===== src/rtl/rca64_core.sv =====
// rca64_core: registered WIDTH-bit ripple-carry adder, one-cycle latency.
// Define RCA64_FLAGS_EN to add registered ovf/zero flag outputs.
module rca64_core #(
  parameter int WIDTH = 64
) (
  input  logic             clk,
  input  logic             rst_n,
  input  logic [WIDTH-1:0] a,
  input  logic [WIDTH-1:0] b,
  input  logic             cin,
  input  logic             in_valid,
  output logic [WIDTH-1:0] s,
  output logic             cout,
  output logic             out_valid
`ifdef RCA64_FLAGS_EN
  ,
  output logic             ovf,
  output logic             zero
`endif
);

  logic [WIDTH-1:0] sum;
  logic             c_msb;

  // Each stage owns its carry nets so the chain is not one self-feeding vector.
  for (genvar i = 0; i < WIDTH; i++) begin : g_fa
    logic ci;
    logic co;
    if (i == 0) begin : g_lsb
      assign ci = cin;
    end else begin : g_mid
      assign ci = g_fa[i-1].co;
    end
    assign sum[i] = a[i] ^ b[i] ^ ci;
    assign co     = (a[i] & b[i]) | (ci & (a[i] ^ b[i]));
  end

  assign c_msb = g_fa[WIDTH-1].co;

  logic [WIDTH-1:0] s_q, s_d;
  logic             cout_q, cout_d;
  logic             vld_q, vld_d;

  always_comb begin
    s_d    = s_q;
    cout_d = cout_q;
    vld_d  = in_valid;
    if (in_valid) begin
      s_d    = sum;
      cout_d = c_msb;
    end
  end

  always_ff @(posedge clk or negedge rst_n) begin
    if (!rst_n) begin
      s_q    <= '0;
      cout_q <= 1'b0;
      vld_q  <= 1'b0;
    end else begin
      s_q    <= s_d;
      cout_q <= cout_d;
      vld_q  <= vld_d;
    end
  end

  assign s         = s_q;
  assign cout      = cout_q;
  assign out_valid = vld_q;

`ifdef RCA64_FLAGS_EN
  logic c_pre;
  logic ovf_q, ovf_d;
  logic zero_q, zero_d;

  assign c_pre = g_fa[WIDTH-1].ci;

  always_comb begin
    ovf_d  = ovf_q;
    zero_d = zero_q;
    if (in_valid) begin
      ovf_d  = c_msb ^ c_pre;
      zero_d = (sum == '0);
    end
  end

  always_ff @(posedge clk or negedge rst_n) begin
    if (!rst_n) begin
      ovf_q  <= 1'b0;
      zero_q <= 1'b0;
    end else begin
      ovf_q  <= ovf_d;
      zero_q <= zero_d;
    end
  end

  assign ovf  = ovf_q;
  assign zero = zero_q;
`endif

endmodule


===== config.mk =====
export PLATFORM = sky130hd
export DESIGN_NAME = rca64_core
export DESIGN_NICKNAME = d
export VERILOG_FILES = /design/src/rtl/rca64_core.sv
export SDC_FILE = /design/constraint.sdc
export NUM_CORES = 1
export LEC_CHECK = 0
export CORE_ASPECT_RATIO = 1.2
export CORE_MARGIN = 2
export CORE_UTILIZATION = 44
export DETAILED_ROUTE_END_ITERATION = 8
export PLACE_DENSITY = 0.88
export SYNTH_ARGS = -nofsm -noshare
export SYNTH_HDL_FRONTEND = slang
export SYNTH_SLANG_ARGS = --single-unit

===== constraint.sdc =====
create_clock -name clk -period 1.8 [get_ports clk]
set_clock_uncertainty 0.15 [all_clocks]
set_input_delay 0.27 -clock clk [delete_from_list [all_inputs] [get_ports clk]]
set_output_delay 0.27 -clock clk [all_outputs]
set_load 0.01 [all_outputs]

After elaboration in Yosys (flattened, before gate mapping)
Index checks and enable logic that the tools add are counted.
- bitwise operators: 320
- operators with widths (kind ; number):
    $and 1x1->1 ; 128
    $xor 1x1->1 ; 128
    $or 1x1->1 ; 64
- output and inout port bits: 66
- register bits: 66

Logic depth before layout (Yosys ltp)
Gate-level depths: netlist of the first run.
- depth after elaboration: 129
- depth in mapped cells: 68

Worst setup path before layout of the first run
OpenSTA, ideal clock, no wires.
- path kind: input -> register
- from: input a[0]
- to: register s_q[63], in the netlist s[63]
- library setup time: 0.079 ns
- buffers on the path: 0
- cell stages on the path: 68
- path slack: -23.057 ns
- arrival: 24.628 ns
- required time: 1.571 ns
- cell sequence: fa_1 > fa_1 > fa_1 > fa_1 > fa_1 > fa_1 > fa_1 > fa_1 > fa_1 > fa_1 > fa_1 > fa_1 > fa_1 > fa_1 > fa_1 > fa_1 > inv_1 > fa_1 > [32 not listed] > fa_1 > fa_1 > fa_1 > fa_1 > fa_1 > fa_1 > fa_1 > fa_1 > fa_1 > fa_1 > fa_1 > fa_1 > fa_1 > fa_1 > fa_1 > inv_1 > fa_1 > mux2i_1
- longest elaborated chain between the ends: 128
- ends and longest elaborated chain (element ; RTL line ; RTL):
    start, declared ; 8 ; input logic [WIDTH-1:0] a,
    $xor 1x1->1 ; 35 ; assign co = (a[i] & b[i]) | (ci & (a[i] ^ b[i]));
    $and 1x1->1 ; 35 ;
    $or 1x1->1 * ; 35 ;
    $and 1x1->1 * ; 35 ;
    $or 1x1->1 * ; 35 ;
    $and 1x1->1 * ; 35 ;
    $or 1x1->1 * ; 35 ;
    $and 1x1->1 * ; 35 ;
    [112 not listed] ; -- ;
    $or 1x1->1 * ; 35 ;
    $and 1x1->1 * ; 35 ;
    $or 1x1->1 * ; 35 ;
    $and 1x1->1 * ; 35 ;
    $or 1x1->1 * ; 35 ;
    $and 1x1->1 * ; 35 ;
    $or 1x1->1 * ; 35 ;
    $xor 1x1->1 * ; 34 ; assign sum[i] = a[i] ^ b[i] ^ ci;
    end signal, assigned ; 56 ; s_q <= '0;
    end signal, assigned ; 60 ; s_q <= s_d;
    end, declared ; 40 ; logic [WIDTH-1:0] s_q, s_d;
Every way passes the cells marked *; elsewhere a longest branch is shown, timed or not.
A chain may end at the register's enable or synchronous reset.

Final worst setup path of the first run
Ends and elaborated chain as after synthesis.

==> results of run 1 <==
final cells by class:
| class | count | area (um^2) | area share |
|---|---|---|---|
| Multi-Input combinational cell | 129 | 2390 | 0.366 |
| Timing Repair Buffer | 202 | 2030 | 0.312 |
| Sequential cell | 66 | 1650 | 0.253 |
| Tap cell | 117 | 146 | 0.0224 |
| Clock buffer | 11 | 141 | 0.0217 |
| Clock inverter | 5 | 125 | 0.0192 |
| Inverter | 10 | 37.5 | 0.00575 |
state kept, by name, indices dropped and copies added, names as in the netlist:
name	count
out_valid	1
s	64
cout	1
metal layers:
| layer | part of all wire | global-route usage |
|---|---|---|
| met1 | 0.36 | 0.255 |
| met4 | 0.012 | 0.0637 |
| met5 | 0 | 0 |
| met3 | 0.084 | 0.0791 |
| met2 | 0.54 | 0.385 |
Yosys cell counts:
master and n:
sky130_fd_sc_hd__buf_2 1, sky130_fd_sc_hd__mux2_2 15, sky130_fd_sc_hd__buf_6 6, sky130_fd_sc_hd__inv_1 10, sky130_fd_sc_hd__mux2i_1 3, sky130_fd_sc_hd__mux2_4 47
sky130_fd_sc_hd__fa_1 64, sky130_fd_sc_hd__dfrtp_1 66
stage by stage:
step	cells	hold slack, ns	total power [W]	utilization	instance area, um^2
after floorplan	212	-0.176	0.00304	-	4100
after global placement	523	0.159	0.00435	0.717	6210
after detailed placement	523	0.167	0.00445	0.717	6210
after CTS	540	0.196	0.00619	0.753	6520
after global routing	540	0.215	0.00645	0.753	6520
final	540	0.216	0.00612	0.753	6520
cell families after synthesis:
logic type | count (synthesis) | synth area share
flops | 66 | 0.418
mux | 65 | 0.229
buf+inv | 17 | 0.0279
fa+ha+maj | 64 | 0.325
final timing paths:
kind | start | to | slack [ns]
setup reg to reg | s[6] | s[6] | 0.86
hold reg to reg | s[61] | s[61] | 0.36
max in group asynchronous | rst_n | s[2] | 0.85
min in group asynchronous | rst_n | s[28] | 0.33
hold / removal | a[0] | s[0] | 0.22
setup / recovery | a[0] | s[63] | -21.04
where the power goes:
group	internal, W	switching [W]
Clock	0.00110	0.000556
Sequential	0.00185	0.000212
Combinational	0.00156	0.000850
repair_timing:
| action | 4_1_cts | 5_1_grt |
|---|---|---|
| hold buffers | 1 | 0 |
| endpoints found under the setup margin | 63 | 62 |
| endpoints found under the hold margin | 66 | 0 |
| pin swaps | 1 | 1 |
| gates cloned | 0 | 0 |
| resized for setup | 26 | 1 |
==> results_tabular.tex, run 1 <==
\begin{tabular}{lr}
\hline
Metric & Value \\
\hline
\multicolumn{2}{l}{\textbf{STA}} \\
\quad Minimum period implied by the final worst setup slack & 22.84 ns \\
\quad Final setup slack of the worst path & -21.04 ns \\
\quad Max-slew headroom & 0.757 \\
\quad Part of the cycle the worst path needs & 12.7 \\
\quad Maximum operating frequency & 43.8 MHz \\
\quad Transition time of the tightest slew-check pin & 0.364 ns \\
\quad Final-report setup violation count & 62 \\
\quad Pins Over Slew Limit & 0 \\
\quad Hold Vio Cnt, Final & 0 \\
\quad Final-layout setup total negative slack & -675.16 ns \\
\quad Setup repair after global routing missed its margin & true \\
\multicolumn{2}{l}{\textbf{Synth}} \\
\quad Post-synth top area share & 0.418 \\
\quad Gate Count Post-Synth & 212 \\
\quad Number of warnings printed during yosys synthesis & 0 \\
\quad Yosys top cell by area & sky130\_fd\_sc\_hd\_\_dfrtp\_1 \\
\quad Average footprint of a synthesized cell & 18.6 um\^{}2 \\
\quad Syn\_nets & 408 \\
\quad Top cells by area in the synthesized netlist & sky130\_fd\_sc\_hd\_\_dfrtp\_1, sky130\_fd\_sc\_hd\_\_fa\_1, sky130\_fd\_sc\_hd\_\_mux2\_4 \\
\quad Post-synthesis sequential element count & 66 \\
\quad Post-synthesis instance area & 3950 um\^{}2 \\
\quad Part of the Yosys area used for sequential elements & 0.418 \\
\quad Unique masters post-synth & 8 \\
\multicolumn{2}{l}{\textbf{Critical path}} \\
\quad Required time at the worst-slack endpoint & 1.90 ns \\
\quad Delay of the slowest cell on the worst path & 0.42 ns \\
\quad Critical path depth & between 60 and 70 \\
\quad Critical Path Most Common Cell & sky130\_fd\_sc\_hd\_\_fa\_2 \\
\quad Kind of critical path & in -> reg \\
\quad Sort of element at the end of the critical path & flop \\
\quad Worst-path fanout max & 1 \\
\quad Bufs and invs on worst path & 4 \\
\quad CP top delay family & adder cells \\
\quad Slowest CP cell & sky130\_fd\_sc\_hd\_\_fa\_2 \\
\quad Worst R2R Path Depth & 1 \\
\quad Startpoint types & primary input \\
\quad Signal arrival time at the worst endpoint & 22.95 ns \\
\multicolumn{2}{l}{\textbf{Job}} \\
\quad Number of max-capacitance violations reported & 0 \\
\multicolumn{2}{l}{\textbf{GRT}} \\
\quad Maximum number of pins on one net before global-route repair & 67 \\
\quad Antenna violations before repair & 0 \\
\quad GR Util All Layers & 0.220 \\
\quad Vias in the first global route & 3077 \\
\quad First-pass GRT wire length & 16200 um \\
\quad Total global routing overflow & 0 \\
\multicolumn{2}{l}{\textbf{Final layout}} \\
\quad Filler cell count & $\sim$540 \\
\quad Share of final-layout standard cells stronger than drive strength 1 & 0.362 \\
\quad Number of inserted diodes & 0 \\
\quad Growth of design area from synthesis to finish & 65.2\% \\
\quad Most frequent standard cell in the layout excluding fill and tap cells & sky130\_fd\_sc\_hd\_\_clkdlybuf4s50\_1 \\
\quad Top library cells by usage in the layout, fill and taps aside & sky130\_fd\_sc\_hd\_\_clkdlybuf4s50\_1, sky130\_fd\_sc\_hd\_\_dfrtp\_1, sky130\_fd\_sc\_hd\_\_fa\_2, sky130\_fd\_sc\_hd\_\_mux2\_4, sky130\_fd\_sc\_hd\_\_clkbuf\_8 \\
\quad Layout Nets & 614 \\
\multicolumn{2}{l}{\textbf{Clocking}} \\
\quad Root cell of the clock tree & sky130\_fd\_sc\_hd\_\_clkbuf\_8 \\
\quad CTS sink count & 66 \\
\quad Total setup buffers inserted after CTS & 0 \\
\quad Worst-case clock buffer depth & 2 \\
\quad Worst-path clk slew & 0.07 ns \\
\quad Number of clock buffers inserted by TritonCTS & 9 \\
\quad Insertion delay to the later sink of the worst-skew pair & about 0.32 ns \\
\quad Clock tree from TritonCTS & yes \\
\quad Deepest level of the CTS H-tree & 3 \\
\multicolumn{2}{l}{\textbf{Status}} \\
\quad Run status & finished with violations \\
\quad Failing checks & negative setup slack \\
\multicolumn{2}{l}{\textbf{Power and ir drop}} \\
\quad VDD IR max & 0.564 mV \\
\quad Leakage Power & 2.69 nW \\
\quad Power per cell area & 938 nW/um\^{}2 \\
\multicolumn{2}{l}{\textbf{Placed design}} \\
\quad Placer congestion estimate & approximately 0.77 \\
\quad Count of buffers inserted at the top-level ports & approximately 200 \\
\quad Setup slack at placement & -21.79 ns \\
\quad Half-perimeter wire length after placement & 8040 um \\
\multicolumn{2}{l}{\textbf{Die}} \\
\quad I/O pin total & just under 200 \\
\quad Initial Utilization & 0.456 \\
\quad Die footprint & 9750 um\^{}2 \\
\quad Die W & 90.5 um \\
\quad Area of the core region & 8660 um\^{}2 \\
\quad Cell row count & 37 \\
\quad Height of the die & 108 um \\
\multicolumn{2}{l}{\textbf{Hold path}} \\
\quad Class of the tightest hold or removal check & in -> reg \\
\quad Min-Delay Path Depth & 3 \\
\multicolumn{2}{l}{\textbf{Routing}} \\
\quad Count of antenna-violating nets left after detailed routing & 0 \\
\quad Avg Vias per Cell & 4.73 \\
\quad Iteration count of the initial detailed-routing pass & 4 \\
\quad WL/cell & roughly 19 um \\
\quad Drt first-iter violations & 56 \\
\quad DRC violations left & 0 \\
\quad Detailed-route wire length & 10000 um \\
\quad Total vias in the final route & roughly 2.6k \\
\hline
\end{tabular}
Note: power is estimated with default switching activity, not from simulation.
==> inputs of run 2 (changes only) <==
--- a/config.mk
+++ b/config.mk
@@ -7,9 +7,11 @@
 export LEC_CHECK = 0
 export CORE_ASPECT_RATIO = 1.2
 export CORE_MARGIN = 2
-export CORE_UTILIZATION = 44
+export CORE_UTILIZATION = 40
 export DETAILED_ROUTE_END_ITERATION = 8
-export PLACE_DENSITY = 0.88
+export GPL_ROUTABILITY_DRIVEN = 0
+export GPL_TIMING_DRIVEN = 0
+export PLACE_DENSITY = 0.81
 export SYNTH_ARGS = -nofsm -noshare
 export SYNTH_HDL_FRONTEND = slang
 export SYNTH_SLANG_ARGS = --single-unit
==> run 2 against run 1 <==
Net effect:
- cell area rose by 0.54%
- via count is 1.3% higher
- sequential share of layout area is 0.14 points lower
- die area rose by 9.6%
- sequential cell count is the same
- clock power hardly changed
- the run still ends with negative setup slack left
- combinational power shrank 2%
- highest routed layer unchanged
- clock-buffer cell count grew 3
- sequential power hardly changed
- total power is 1.1% lower
- routed wire length shrank 4.2%
==> results_tabular.tex, run 2 (synthesis results as in run 1) <==
\begin{tabular}{lr}
\hline
Metric & Value \\
\hline
\multicolumn{2}{l}{\textbf{GRT}} \\
\quad First-pass GRT wire length & 15400 um (-5.4\%) \\
\quad Busiest layer in global routing & met2 \\
\quad Total global routing overflow & 0 (unchanged) \\
\quad Global routing usage on met1 & 0.205 (-0.0492) \\
\quad Vias in the first global route & 3052 (-0.81\%) \\
\quad Maximum number of pins on one net before global-route repair & 67 (unchanged) \\
\quad GRT met2 Usage & 0.355 (-0.0303) \\
\quad Antenna violations before repair & 0 (unchanged) \\
\quad Global-route met3 utilization & 0.0546 (-0.0245) \\
\quad GR Util All Layers & 0.191 (-0.0289) \\
\multicolumn{2}{l}{\textbf{Hold path}} \\
\quad Class of the tightest hold or removal check & in -> reg \\
\multicolumn{2}{l}{\textbf{Die}} \\
\quad Die W & 94.7 um (+4.7\%) \\
\quad Die footprint & 10700 um\^{}2 (+9.6\%) \\
\quad I/O pin total & 198 (unchanged) \\
\quad Initial Utilization & 0.413 (-0.0432) \\
\quad Height of the die & 113 um (+4.7\%) \\
\quad Cell row count & 39 (+5.4\%) \\
\quad Area of the core region & 9560 um\^{}2 (+10\%) \\
\multicolumn{2}{l}{\textbf{Critical path}} \\
\quad Startpoint types & primary input \\
\quad Signal arrival time at the worst endpoint & 22.97 ns (+0.02 ns) \\
\quad Sort of element at the end of the critical path & flop \\
\quad Slowest CP cell & sky130\_fd\_sc\_hd\_\_fa\_2 \\
\quad Delay of the slowest cell on the worst path & 0.42 ns (about the same) \\
\quad Worst-path fanout max & 1 (unchanged) \\
\quad Required time at the worst-slack endpoint & 1.90 ns (about the same) \\
\quad Kind of critical path & in -> reg \\
\quad Critical Path Most Common Cell & sky130\_fd\_sc\_hd\_\_fa\_2 \\
\multicolumn{2}{l}{\textbf{Routing}} \\
\quad Detailed-route wire length & 9620 um (-4.2\%) \\
\quad Total vias in the final route & 2584 (+1.3\%) \\
\quad WL/cell & 17.5 um (-5.8\%) \\
\quad Avg Vias per Cell & 4.71 (-0.41\%) \\
\quad Drt first-iter violations & 46 (-18\%) \\
\quad Iteration count of the initial detailed-routing pass & 4 (unchanged) \\
\quad Count of antenna-violating nets left after detailed routing & 0 (unchanged) \\
\quad DRC violations left & 0 (unchanged) \\
\multicolumn{2}{l}{\textbf{STA}} \\
\quad Max-slew headroom & 0.447 (-0.311) \\
\quad Transition time of the tightest slew-check pin & 0.830 ns (+0.466 ns) \\
\quad Maximum operating frequency & 43.7 MHz (-0.14\%) \\
\quad Setup repair after global routing missed its margin & true \\
\quad Final-report setup violation count & 62 (unchanged) \\
\quad Hold Vio Cnt, Final & 0 (unchanged) \\
\quad Pins Over Slew Limit & 0 (unchanged) \\
\quad WHS & 0.243 ns (+0.0267 ns) \\
\quad Part of the cycle the worst path needs & 12.7 (+0.0172) \\
\quad Final setup slack of the worst path & -21.07 ns (-0.0309 ns) \\
\quad Minimum period implied by the final worst setup slack & 22.87 ns (+0.0309 ns) \\
\multicolumn{2}{l}{\textbf{Placed design}} \\
\quad Count of buffers inserted at the top-level ports & 197 (unchanged) \\
\quad Half-perimeter wire length after placement & 7790 um (-3.1\%) \\
\multicolumn{2}{l}{\textbf{Clocking}} \\
\quad Number of clock buffers inserted by TritonCTS & 9 (unchanged) \\
\quad Clock tree from TritonCTS & yes \\
\quad Worst-case clock buffer depth & 2 (unchanged) \\
\quad Root cell of the clock tree & sky130\_fd\_sc\_hd\_\_clkbuf\_16 \\
\quad CTS sink count & 66 (unchanged) \\
\quad Deepest level of the CTS H-tree & 3 (unchanged) \\
\quad Insertion delay to the later sink of the worst-skew pair & 0.32 ns (about the same) \\
\quad Worst-path clk slew & 0.05 ns (-0.02 ns) \\
\multicolumn{2}{l}{\textbf{Final layout}} \\
\quad Number of inserted diodes & 0 (unchanged) \\
\quad Most frequent standard cell in the layout excluding fill and tap cells & sky130\_fd\_sc\_hd\_\_clkdlybuf4s50\_1 \\
\quad Growth of design area from synthesis to finish & 66.1\% \\
\quad Layout Nets & 617 (+0.49\%) \\
\quad Number of flip-flops under the largest register name & 64 (unchanged) \\
\quad Top library cells by usage in the layout, fill and taps aside & sky130\_fd\_sc\_hd\_\_clkdlybuf4s50\_1, sky130\_fd\_sc\_hd\_\_dfrtp\_1, sky130\_fd\_sc\_hd\_\_fa\_2, sky130\_fd\_sc\_hd\_\_mux2\_4, sky130\_fd\_sc\_hd\_\_clkbuf\_16 \\
\quad Final design utilization & 0.686 (-0.0678) \\
\quad Share of final-layout standard cells stronger than drive strength 1 & 0.362 (about the same) \\
\multicolumn{2}{l}{\textbf{Power and ir drop}} \\
\quad Leakage Power & 2.70 nW (+0.50\%) \\
\quad VDD IR max & 0.440 mV (-22\%) \\
\quad Total power after layout & 0.00605 W (-1.1\%) \\
\quad Power per cell area & 923 nW/um\^{}2 (-1.6\%) \\
\multicolumn{2}{l}{\textbf{Status}} \\
\quad Run status & finished with violations \\
\quad Failing checks & negative setup slack \\
\multicolumn{2}{l}{\textbf{Job}} \\
\quad Number of max-capacitance violations reported & 0 (unchanged) \\
\hline
\end{tabular}
-- run 2: cell types whose count changed in the layout (fill, tap and decap cells not counted) --
cell,change
sky130_fd_sc_hd__buf_8,+1
sky130_fd_sc_hd__buf_6,+5
sky130_fd_sc_hd__clkbuf_8,-7
sky130_fd_sc_hd__clkinv_2,+1
sky130_fd_sc_hd__clkdlybuf4s50_1,+1
sky130_fd_sc_hd__buf_12,-3
sky130_fd_sc_hd__mux2_2,+1
sky130_fd_sc_hd__clkbuf_16,+9
sky130_fd_sc_hd__clkbuf_1,+1
sky130_fd_sc_hd__bufinv_16,-4
sky130_fd_sc_hd__mux2_4,-1
sky130_fd_sc_hd__buf_4,-1
-- run 2: through the flow --
stage          setup slack (ns)  std cells  area (um^2)  setup TNS (ns)
2_1_floorplan            -20.62        212         4100         -666.34
3_3_place_gp             -21.65        532         6230         -839.52
3_5_place_dp             -21.89        532         6230         -723.59
4_1_cts                  -21.19        549         6550         -677.11
5_1_grt                  -21.57        549         6560         -690.17
6_report                 -21.07        549         6560         -674.09
-- run 2: critical path: cells and delay by family --
kind       cells  cell delay, ns
buf+inv        4            0.27
fa+ha+maj     64           22.30
mux            1            0.13
-- run 2: worst paths after layout --
kind | startpoint | endpoint | slack, ns | depth (start not counted)
setup / recovery | a[0] | s[63] | -21.07 | 69
hold / removal | a[0] | s[0] | 0.24 | 3
setup reg to reg | s[28] | s[28] | 0.87 | 1
hold reg to reg | s[1] | s[1] | 0.35 | 1
max in group asynchronous | rst_n | s[15] | 0.51 | 2
min in group asynchronous | rst_n | s[28] | 0.46 | 2
-- run 2: per-layer routing --
metal	share of wire	vias up
met2	0.55	125
met1	0.35	1330
met3	0.089	12
met5	0	-
li1	-	1117
met4	0.016	0
-- run 2: what timing repair did --
| action | in CTS | in global routing |
|---|---|---|
| setup buffers | 0 | 0 |
| hold buffers | 1 | 0 |
| gates resized for setup | 27 | 1 |
| setup endpoints to repair | 64 | 62 |
| endpoints found under the hold margin | 66 | 0 |
| gates cloned | 0 | 0 |
| pin swaps | 1 | 1 |
-- run 2: power breakdown --
part	total [W]	internal (W)	switching (W)
registers	0.00206	0.00185	0.000204
clock network	0.00163	0.00104	0.000588
logic	0.00237	0.00155	0.000824
-- run 2: area by class of cell --
cell class / count / area (um^2)
inverters: 10 / 37.5
multi-input cells: 129 / 2380
clock buffers: 14 / 274
fillers: 684 / 3010
well taps: 123 / 154
flip-flops and latches: 66 / 1650
repair buffers: 198 / 1970
clock inverters: 2 / 10.0
plain buffers: 7 / 72.6
